--- config.mk ---
export PLATFORM = sky130hd
export DESIGN_NAME = div_sequencer
export DESIGN_NICKNAME = d
export VERILOG_FILES = /design/src/rtl/div_sequencer.sv
export SDC_FILE = /design/constraint.sdc
export NUM_CORES = 1
export LEC_CHECK = 0
export ABC_AREA = 1
export CAP_MARGIN = 15
export CELL_PAD_IN_SITES_DETAIL_PLACEMENT = 0
export CELL_PAD_IN_SITES_GLOBAL_PLACEMENT = 1
export CORE_MARGIN = 2
export CORE_UTILIZATION = 41
export CTS_BUF_LIST = sky130_fd_sc_hd__clkbuf_16
export CTS_CLUSTER_DIAMETER = 60
export DETAILED_ROUTE_END_ITERATION = 10
export PLACE_DENSITY = 0.88
export SYNTH_ARGS = -nofsm -noshare
export SYNTH_HDL_FRONTEND = slang
export SYNTH_SLANG_ARGS = --single-unit
--- constraint.sdc ---
create_clock -name clk -period 5.3 [get_ports clk]
set_clock_uncertainty 0.1 [all_clocks]
set_input_delay 0.53 -clock clk [delete_from_list [all_inputs] [get_ports clk]]
set_output_delay 0.53 -clock clk [all_outputs]
set_load 0.01 [all_outputs]
--- src/rtl/div_sequencer.sv ---
// Multi-cycle radix-2 restoring divider with the EX-stage hold/flush sequencing around it.
// Optional build macro DIV_ZERO_FAST_EN: a zero divisor skips the iterative path and completes in one stall cycle.
module div_sequencer #(
    parameter int WIDTH = 32
) (
    input  logic             clk,
    input  logic             rst,
    input  logic             startE,
    input  logic             signedE,
    input  logic [WIDTH-1:0] a_E,
    input  logic [WIDTH-1:0] b_E,
    input  logic             stallE_in,
    input  logic             flush,
    output logic             alu_stallE,
    output logic             div_readyE,
    output logic [WIDTH-1:0] hiE,
    output logic [WIDTH-1:0] loE
);

    localparam int CW = (WIDTH > 1) ? $clog2(WIDTH) : 1;
    localparam logic [CW-1:0]    CNT_LAST = CW'(WIDTH - 1);
    localparam logic [CW-1:0]    CNT_ONE  = CW'(1);
    localparam logic [WIDTH-1:0] ZERO_W   = {WIDTH{1'b0}};
    localparam logic [WIDTH-1:0] ONES_W   = {WIDTH{1'b1}};

    typedef enum logic [1:0] {
        IDLE = 2'd0,
        BUSY = 2'd1,
        DONE = 2'd2
    } state_t;

    state_t           state_r;
    logic [CW-1:0]    cnt_r;
    logic [WIDTH-1:0] rem_r;
    logic [WIDTH-1:0] quo_r;
    logic [WIDTH-1:0] divisor_r;
    logic [WIDTH-1:0] dividendRaw_r;
    logic             signQ_r;
    logic             signR_r;
    logic             divZero_r;

    logic [WIDTH:0]   remShift_s;
    logic [WIDTH:0]   remSub_s;
    logic [WIDTH-1:0] remNext_s;
    logic [WIDTH-1:0] quoNext_s;
    logic [WIDTH-1:0] hiFinal_s;
    logic [WIDTH-1:0] loFinal_s;

    function automatic logic [WIDTH-1:0] condNeg(input logic [WIDTH-1:0] v, input logic en);
        condNeg = en ? (~v + {{(WIDTH-1){1'b0}}, 1'b1}) : v;
    endfunction

    // Stall is released the moment the result is valid, and never raised for a killed instruction.
    assign alu_stallE = startE & ~flush & (state_r != DONE);

    // One restoring step plus the sign/zero-divisor fix applied to the final step's result.
    always_comb begin
        remShift_s = {rem_r, quo_r[WIDTH-1]};
        remSub_s   = remShift_s - {1'b0, divisor_r};
        remNext_s  = remShift_s[WIDTH-1:0];
        quoNext_s  = {quo_r[WIDTH-2:0], 1'b0};
        if (!remSub_s[WIDTH]) begin
            remNext_s = remSub_s[WIDTH-1:0];
            quoNext_s = {quo_r[WIDTH-2:0], 1'b1};
        end else begin
            remNext_s = remShift_s[WIDTH-1:0];
            quoNext_s = {quo_r[WIDTH-2:0], 1'b0};
        end
        if (divZero_r) begin
            hiFinal_s = dividendRaw_r;
            loFinal_s = ONES_W;
        end else begin
            hiFinal_s = condNeg(remNext_s, signR_r);
            loFinal_s = condNeg(quoNext_s, signQ_r);
        end
    end

    // Sequencer FSM and datapath registers; flush aborts from any state but leaves the last result visible.
    always_ff @(posedge clk) begin
        if (rst) begin
            state_r       <= IDLE;
            cnt_r         <= {CW{1'b0}};
            rem_r         <= ZERO_W;
            quo_r         <= ZERO_W;
            divisor_r     <= ZERO_W;
            dividendRaw_r <= ZERO_W;
            signQ_r       <= 1'b0;
            signR_r       <= 1'b0;
            divZero_r     <= 1'b0;
            hiE           <= ZERO_W;
            loE           <= ZERO_W;
            div_readyE    <= 1'b0;
        end else if (flush) begin
            state_r    <= IDLE;
            cnt_r      <= {CW{1'b0}};
            div_readyE <= 1'b0;
        end else begin
            case (state_r)
                IDLE: begin
                    if (startE) begin
                        dividendRaw_r <= a_E;
                        quo_r         <= condNeg(a_E, signedE & a_E[WIDTH-1]);
                        divisor_r     <= condNeg(b_E, signedE & b_E[WIDTH-1]);
                        rem_r         <= ZERO_W;
                        cnt_r         <= {CW{1'b0}};
                        signQ_r       <= signedE & (a_E[WIDTH-1] ^ b_E[WIDTH-1]);
                        signR_r       <= signedE & a_E[WIDTH-1];
                        divZero_r     <= (b_E == ZERO_W);
`ifdef DIV_ZERO_FAST_EN
                        if (b_E == ZERO_W) begin
                            state_r    <= DONE;
                            hiE        <= a_E;
                            loE        <= ONES_W;
                            div_readyE <= 1'b1;
                        end else begin
                            state_r <= BUSY;
                        end
`else
                        state_r <= BUSY;
`endif
                    end else begin
                        state_r <= IDLE;
                    end
                end
                BUSY: begin
                    rem_r <= remNext_s;
                    quo_r <= quoNext_s;
                    cnt_r <= cnt_r + CNT_ONE;
                    if (cnt_r == CNT_LAST) begin
                        state_r    <= DONE;
                        hiE        <= hiFinal_s;
                        loE        <= loFinal_s;
                        div_readyE <= 1'b1;
                    end else begin
                        state_r <= BUSY;
                    end
                end
                DONE: begin
                    // A held E stage still carries the same instruction, so startE must not relaunch it.
                    if (stallE_in) begin
                        state_r <= DONE;
                    end else begin
                        state_r    <= IDLE;
                        div_readyE <= 1'b0;
                    end
                end
                default: begin
                    state_r    <= IDLE;
                    div_readyE <= 1'b0;
                end
            endcase
        end
    end

endmodule
==> impl_metrics.py, run 1 <==
metrics = {
    "yosys": {
        "syn_avg_cell_area_um2": 6.122,
        "synthDominantCellAreaShare_pct": 28.33,
        "yosys.area_share.xor_xnor_pct": 3.969,
        "netlist_top_cells_count": "692 x nand2_1, 294 x inv_1, 236 x a21oi_1",
        "cell_with_the_most_instances_after_synthesis": "nand2_1",
        "synth-warning-count": 0,
        "mappedNetlistArea_mm2": 0.01434,
        "synth-edff-count": 0,
        "synth-async-reset-ratio_pct": 0,
        "synth_seq_area_share_pct": 28.33,
        "synth_compound_area_share_pct": 19.13,
        "synth_top_family_by_area": "simple AND/OR/NAND/NOR gates",
        "cell_count_after_synthesis": 2343,
        "synth_simple_gate_area_share_pct": 33.99,
        "synth_area_leaders": "dfxtp_1 28%, nand2_1 18%, a21oi_1 8.2%",
        "synth.mux.area_fraction_pct": 0,
        "synth_area_in_adders_pct": 3.454,
        "syn_nets": 2452,
        "ys_types": 52,
        "synth_area_leader_cell": "dfxtp_1",
        "synth-seq-cells": 203,
        "synth-main-ff-cell": "dfxtp_1",
    },
    "run_status": {
        "outcome": "complete, no violations",
    },
    "sta": {
        "timing.final.crit_share_pct": 86.57,
        "grt_setup_unrepaired": "false",
        "clock.fmax_mhz": 218.0,
        "setup_tns_ns": 0,
        "layout_min_cycle_time_ns": 4.588,
        "max_slew_headroom_pct": 27.91,
        "report.final.slew_viol_count": 0,
        "setup_viol": 0,
        "worst_hold_slack_across_all_endpoints_ns": 0.3136,
        "worstMarginPinSlew_ns": 1.067,
        "report.final.hold_viol_count": 0,
    },
    "setup_path": {
        "timing_worst_setup_path_type": "reg -> reg",
        "critical_path_fanout_max": 8,
        "r2r_cells": 27,
        "critical_path.endpoint_type": "flop",
        "startpoint_type": "flop",
        "worstPathArrival_ns": 4.95,
        "critPathRequiredTime_ns": 5.67,
    },
    "pwr": {
        "power_switching_share_pct": 33.03,
        "power.internal_mw": 2.933,
        "share_seq_of_total_power_pct": 36.9,
        "power_frac_clock_pct": 42.0,
        "vdd_drop_max_mv": 0.2393,
        "p_sw_mw": 1.447,
        "combinationalPowerShare_pct": 21.1,
        "cellLeakagePower_nw": 7.939,
        "power_mw": 4.380,
        "power_per_cell_area_mw_per_mm2": 259.6,
    },
    "cts": {
        "clock_latency_ns": 0.58,
        "post-cts-setup-buffer-count": 0,
        "post_cts_hold_fix_bufs": 0,
        "clock_tree.root_cell": "clkbuf_16",
        "tritoncts.num_buffers": 29,
        "clkSlewWorstSetupHoldPaths_ns": 0.06,
        "cts.repair.resized": 0,
        "tritoncts_sink_count": 203,
        "ctsLongestPathBuffers": 3,
        "cts_tree": "done",
        "htree_num_levels": 1,
    },
    "cells_and_area": {
        "fillerInstances": 3630,
        "final_cell_area_mm2": 0.01687,
        "multi_input_area_mm2": 0.008697,
        "final_layout_net_count": 2539,
        "post_route_cells_drive_above_1_share_pct": 6.653,
        "instances_no_fill": 2906,
        "synthToLayoutAreaGrowth_pct": 17.65,
        "area.sequential_mm2": 0.004064,
    },
    "drt": {
        "drc": 0,
        "dr_total_vias": 15410,
        "detailedRoute.firstIterationViolations": 1412,
        "first_pass_iters": 6,
        "wirelength_routed_mm": 50.91,
        "post_drt_wl_per_cell_um": 17.52,
        "vias_per_cell": 5.304,
        "postRouteAntennaNets": 0,
    },
    "grt": {
        "grt.total_usage_pct": 27.65,
        "grt_max_degree": 76,
        "overflow": 0,
        "first_global_vias": 14060,
        "number_of_antenna_violations_at_the_first_check_in_global_routing": 1,
        "grt_pass1_wl_mm": 79.08,
    },
    "placed_design": {
        "placedCellCount": 2854,
        "place.port_buffers": 135,
        "dpl_cell_area_mm2": 0.01597,
        "hpwl_mm": 39.00,
        "final_weighted_congestion_in_routability_driven_placement": 1.001,
    },
    "die": {
        "floorplan.core_area_mm2": 0.03446,
        "io-pin-count": 136,
        "die_area_mm2": 0.03650,
        "rows": 68,
        "die_height_um": 191.0,
        "die_x_um": 191.0,
        "floorplan.initialDensity_pct": 41.63,
    },
    "worst_hold_path": {
        "worst_hold_path_type": "in -> reg",
        "hold_path_cell_cnt": 2,
    },
    "run": {
        "maxCapViolations": 0,
    },
}
## layout make-up
class	count	area share [%]
multi-input combinational	1733	51.54
sequential	203	24.08
timing repair buffer	152	8.749
inverter	311	6.918
clock buffer	29	4.300
tap	455	3.374
clock inverter	22	1.023
antenna	1	0.01483
## kinds of logic (layout without fill, tap and decap cells)
group                      Yosys count  in the layout
buffers and inverters              407            514
other                                0              1
and+or+nand+nor                   1136           1136
xor gates and xnor gates            65             65
DFF                                203            203
adders and majority gates           39             39
AOI/OAI and AO/OA                  493            493
## registers in the layout (all words and copies together), names as in the netlist
register and cells:
quo_r 32, signR_r 1, signQ_r 1, state_r 2, rem_r 32, hiE 32, dividendRaw_r 32, loE 32
divZero_r 1, divisor_r 32, cnt_r 5, div_readyE 1
## stage by stage
step           setup slack (ns)  utilization (%)
2_1_floorplan             1.303                -
3_3_place_gp             0.8670            46.36
3_5_place_dp             0.7927            46.36
4_1_cts                  0.7548            48.97
5_1_grt                  0.2525            48.97
6_report                 0.7119            48.97
## critical path: stages, from the launching register on
cell and delay, ns:
dfxtp_1 0.31, inv_1 0.07, ha_1 0.14, inv_1 0.07, fa_1 0.40, nand2_1 0.08
nand2_1 0.09, nand3_1 0.11, nand2_2 0.11, nand2_2 0.09, nand2_2 0.07, nand2_4 0.09
nand3_4 0.15, nand2_8 0.14, ha_1 0.17, inv_1 0.06, nor3_1 0.23, nand3_1 0.15
nor2_1 0.17, nand3_1 0.14, nand3b_1 0.21, o21ai_0 0.27, o21ai_0 0.27, a21oi_1 0.26
o21ai_0 0.14, xor2_1 0.18, o221ai_1 0.16, inv_1 0.06
## layout by cell type, fill, tap and decap left out, drive strengths merged, types with 22 or more instances in the layout
cell type,instances
clkdlybuf4s50,134
dfxtp,203
clkbuf,29
nand3,123
o21ai,164
o211ai,31
inv,315
ha,38
a21oi,244
nor2,209
nand2,732
xnor2,23
nor3,22
xor2,42
## power by group through the flow
| stage | combinational (mW) | clock, mW | sequential (mW) |
|---|---|---|---|
| after floorplan | 0.621 | 0 | 1.64 |
| after global placement | 0.900 | 0 | 1.65 |
| after detailed placement | 0.906 | 0 | 1.65 |
| after CTS | 0.911 | 1.87 | 1.62 |
| after global routing | 1.02 | 1.94 | 1.62 |
| final | 0.923 | 1.84 | 1.62 |
## final timing paths
kind / from / end / slack (ns)
worst max-delay path: quo_r[31]$_SDFFE_PP0P_ / loE[30]$_SDFFE_PP0P_ / 0.71
worst min-delay path: rst / quo_r[19]$_SDFFE_PP0P_ / 0.31
worst min register to register: dividendRaw_r[9]$_SDFFE_PP0P_ / dividendRaw_r[9]$_SDFFE_PP0P_ / 0.35
worst max register to register: quo_r[31]$_SDFFE_PP0P_ / loE[30]$_SDFFE_PP0P_ / 0.71
## metal layers
metal  share of wire, %  wire, um  global-route usage, %
met1                 46     23220                  38.28
met4                2.1      1046                  6.947
met5                  0         0                      0
met3                6.6      3367                  3.103
met2                 46     23280                  45.65
Note: power is estimated with default switching activity, not from simulation.
==> run 2, diff against run 1 <==
--- a/config.mk
+++ b/config.mk
@@ -14,6 +14,7 @@
 export CTS_BUF_LIST = sky130_fd_sc_hd__clkbuf_16
 export CTS_CLUSTER_DIAMETER = 60
 export DETAILED_ROUTE_END_ITERATION = 10
+export GPL_TIMING_DRIVEN = 0
 export PLACE_DENSITY = 0.88
 export SYNTH_ARGS = -nofsm -noshare
 export SYNTH_HDL_FRONTEND = slang
==> impl_metrics.py, run 2 (synthesized netlist as in run 1, its figures left out) <==
metrics = {
    "placed_design": {
        "place.port_buffers": 134,
        "final_weighted_congestion_in_routability_driven_placement": 0.9395,
        "hpwl_mm": 44.23,
    },
    "drt": {
        "wirelength_routed_mm": 54.82,
        "postRouteAntennaNets": 0,
        "vias_per_cell": 5.344,
        "detailedRoute.firstIterationViolations": 1424,
        "post_drt_wl_per_cell_um": 18.39,
        "drc": 0,
        "dr_total_vias": 15930,
        "first_pass_iters": 6,
    },
    "worst_hold_path": {
        "hold_path_cell_cnt": 2,
        "worst_hold_path_type": "reg -> reg",
    },
    "die": {
        "rows": 68,
        "die_x_um": 191.0,
        "floorplan.initialDensity_pct": 41.63,
        "die_height_um": 191.0,
        "io-pin-count": 136,
        "floorplan.core_area_mm2": 0.03446,
        "die_area_mm2": 0.03650,
    },
    "cells_and_area": {
        "fillerInstances": 3640,
        "synthToLayoutAreaGrowth_pct": 20.11,
        "n_antenna_cell": 0,
        "post_route_cells_drive_above_1_share_pct": 6.097,
        "final_layout_net_count": 2615,
        "post-route-util_pct": 50.00,
        "most-common-layout-cells": "692 x nand2_1, 296 x inv_1, 236 x a21oi_1",
        "mostFrequentLayoutCell": "nand2_1",
    },
    "cts": {
        "post_cts_hold_fix_bufs": 0,
        "ctsLongestPathBuffers": 3,
        "tritoncts_sink_count": 203,
        "clkSlewWorstSetupHoldPaths_ns": 0.06,
        "clock_latency_ns": 0.58,
        "clock_tree.root_cell": "clkbuf_16",
        "tritoncts.num_buffers": 26,
        "cts_tree": "done",
        "htree_num_levels": 1,
    },
    "setup_path": {
        "r2r_cells": 24,
        "critical-path-slowest-cell": "ha_1",
        "critical_path.endpoint_type": "flop",
        "worstPathCellList": "inv_1, ha_1, a21oi_1, nand2_1, nand2_1, nand2_1, a21oi_4, nand3_4, nand2_8, buf_4, ha_1, inv_1, nor3_1, nand3_1, nor2_1, nand3_1, nand3b_1, o21ai_2, o21ai_1, a21oi_1, o21ai_0, xor2_1, o221ai_1, inv_1",
        "critPathRequiredTime_ns": 5.67,
        "cp_slowest_stage_delay_ns": 0.39,
        "worstPathArrival_ns": 5.23,
        "timing_worst_setup_path_type": "reg -> reg",
        "critical_path_fanout_max": 10,
        "startpoint_type": "flop",
    },
    "run": {
        "maxCapViolations": 0,
    },
    "pwr": {
        "power_per_cell_area_mw_per_mm2": 263.1,
        "power_mw": 4.534,
        "vdd_drop_max_mv": 0.2989,
        "cellLeakagePower_nw": 8.040,
    },
    "sta": {
        "timing.final.crit_share_pct": 91.67,
        "grt_setup_unrepaired": "false",
        "worst_hold_slack_across_all_endpoints_ns": 0.3547,
        "setup_tns_ns": 0,
        "max_slew_headroom_pct": 36.04,
        "worstMarginPinSlew_ns": 0.9594,
        "report.final.slew_viol_count": 0,
        "report.final.hold_viol_count": 0,
        "setup_viol": 0,
        "clock.fmax_mhz": 205.8,
        "layout_min_cycle_time_ns": 4.859,
    },
    "grt": {
        "grt.total_usage_pct": 29.78,
        "number_of_antenna_violations_at_the_first_check_in_global_routing": 2,
        "first_global_vias": 14910,
        "overflow": 0,
        "grt_pass1_wl_mm": 83.96,
        "grt_max_degree": 15,
    },
    "run_status": {
        "outcome": "complete, no violations",
    },
}
==> run 2: cell types whose count changed in the layout (fill, tap and decap cells not counted), moves of 2 or more <==
cell / before / now
clkbuf_1: 0 / 80
clkinv_2: 3 / 5
clkinv_4: 2 / 0
clkbuf_16: 29 / 26
o21ai_0: 152 / 150
clkinv_1: 11 / 9
bufinv_16: 1 / 6
nor2_2: 16 / 14
buf_6: 0 / 5
inv_2: 13 / 11
buf_4: 18 / 5
nor2_1: 185 / 188
buf_1: 0 / 5
==> run 2: layer usage <==
| layer | part of all wire [%] | vias to the layer above | track usage, % |
|---|---|---|---|
| met4 | 3.3 | 4 | 9.034 |
| met1 | 45 | 7357 | 39.73 |
| met3 | 5.9 | 115 | 3.874 |
| met2 | 46 | 553 | 49.85 |
| met5 | 0.047 | - | 0 |
| li1 | - | 7902 | - |
==> run 2: layout make-up <==
type                            instances  area [um2]  area share (%)
Tap cell                              455       569.3           3.304
Inverter                              311        1167           6.776
Clock buffer                           26       650.6           3.776
Sequential cell                       203        4064           23.59
Multi-Input combinational cell       1733        8688           50.43
Timing Repair Buffer                  135        1361           7.901
Buffer                                 96       427.9           2.484
Clock inverter                         22       300.3           1.743
==> run 2: metrics by stage <==
step | instance area (um2) | std cells | setup slack (ns)
3_3_place_gp | 16250 | 2932 | 0.2890
3_5_place_dp | 16250 | 2932 | 0.2582
4_1_cts | 17210 | 2980 | 0.2255
6_report | 17230 | 2981 | 0.4413
5_1_grt | 17230 | 2981 | 0.07603
2_1_floorplan | 14340 | 2343 | 1.303
==> run 2: timing repair <==
item	CTS	global route
buffers inserted	0	1
resized for setup	0	3
endpoints found under the setup margin	0	2
==> run 2: final timing paths <==
kind                                 start                       endpoint  slack (ns)
max             divisor_r[27]$_SDFFE_PP0P_           loE[30]$_SDFFE_PP0P_        0.44
max reg2reg     divisor_r[27]$_SDFFE_PP0P_           loE[30]$_SDFFE_PP0P_        0.44
min reg2reg  dividendRaw_r[6]$_SDFFE_PP0P_  dividendRaw_r[6]$_SDFFE_PP0P_        0.35
min          dividendRaw_r[6]$_SDFFE_PP0P_  dividendRaw_r[6]$_SDFFE_PP0P_        0.35
==> run 2: power breakdown <==
group          switching (mW)  internal (mW)
combinational           0.639          0.306
sequential             0.0430           1.58
clock                   0.764           1.20
total                    1.45           3.09
==> run 2: worst max-delay path, delay by kind of cell, from the launching register on <==
family	cells	cell delay, ns
flip-flops	1	0.35
adder cells (fa/ha/maj)	2	0.60
AND/OR/NAND/NOR	10	1.59
XOR/XNOR	1	0.18
buffers and inverters	4	0.49
AO/OA/AOI/OAI	7	1.40
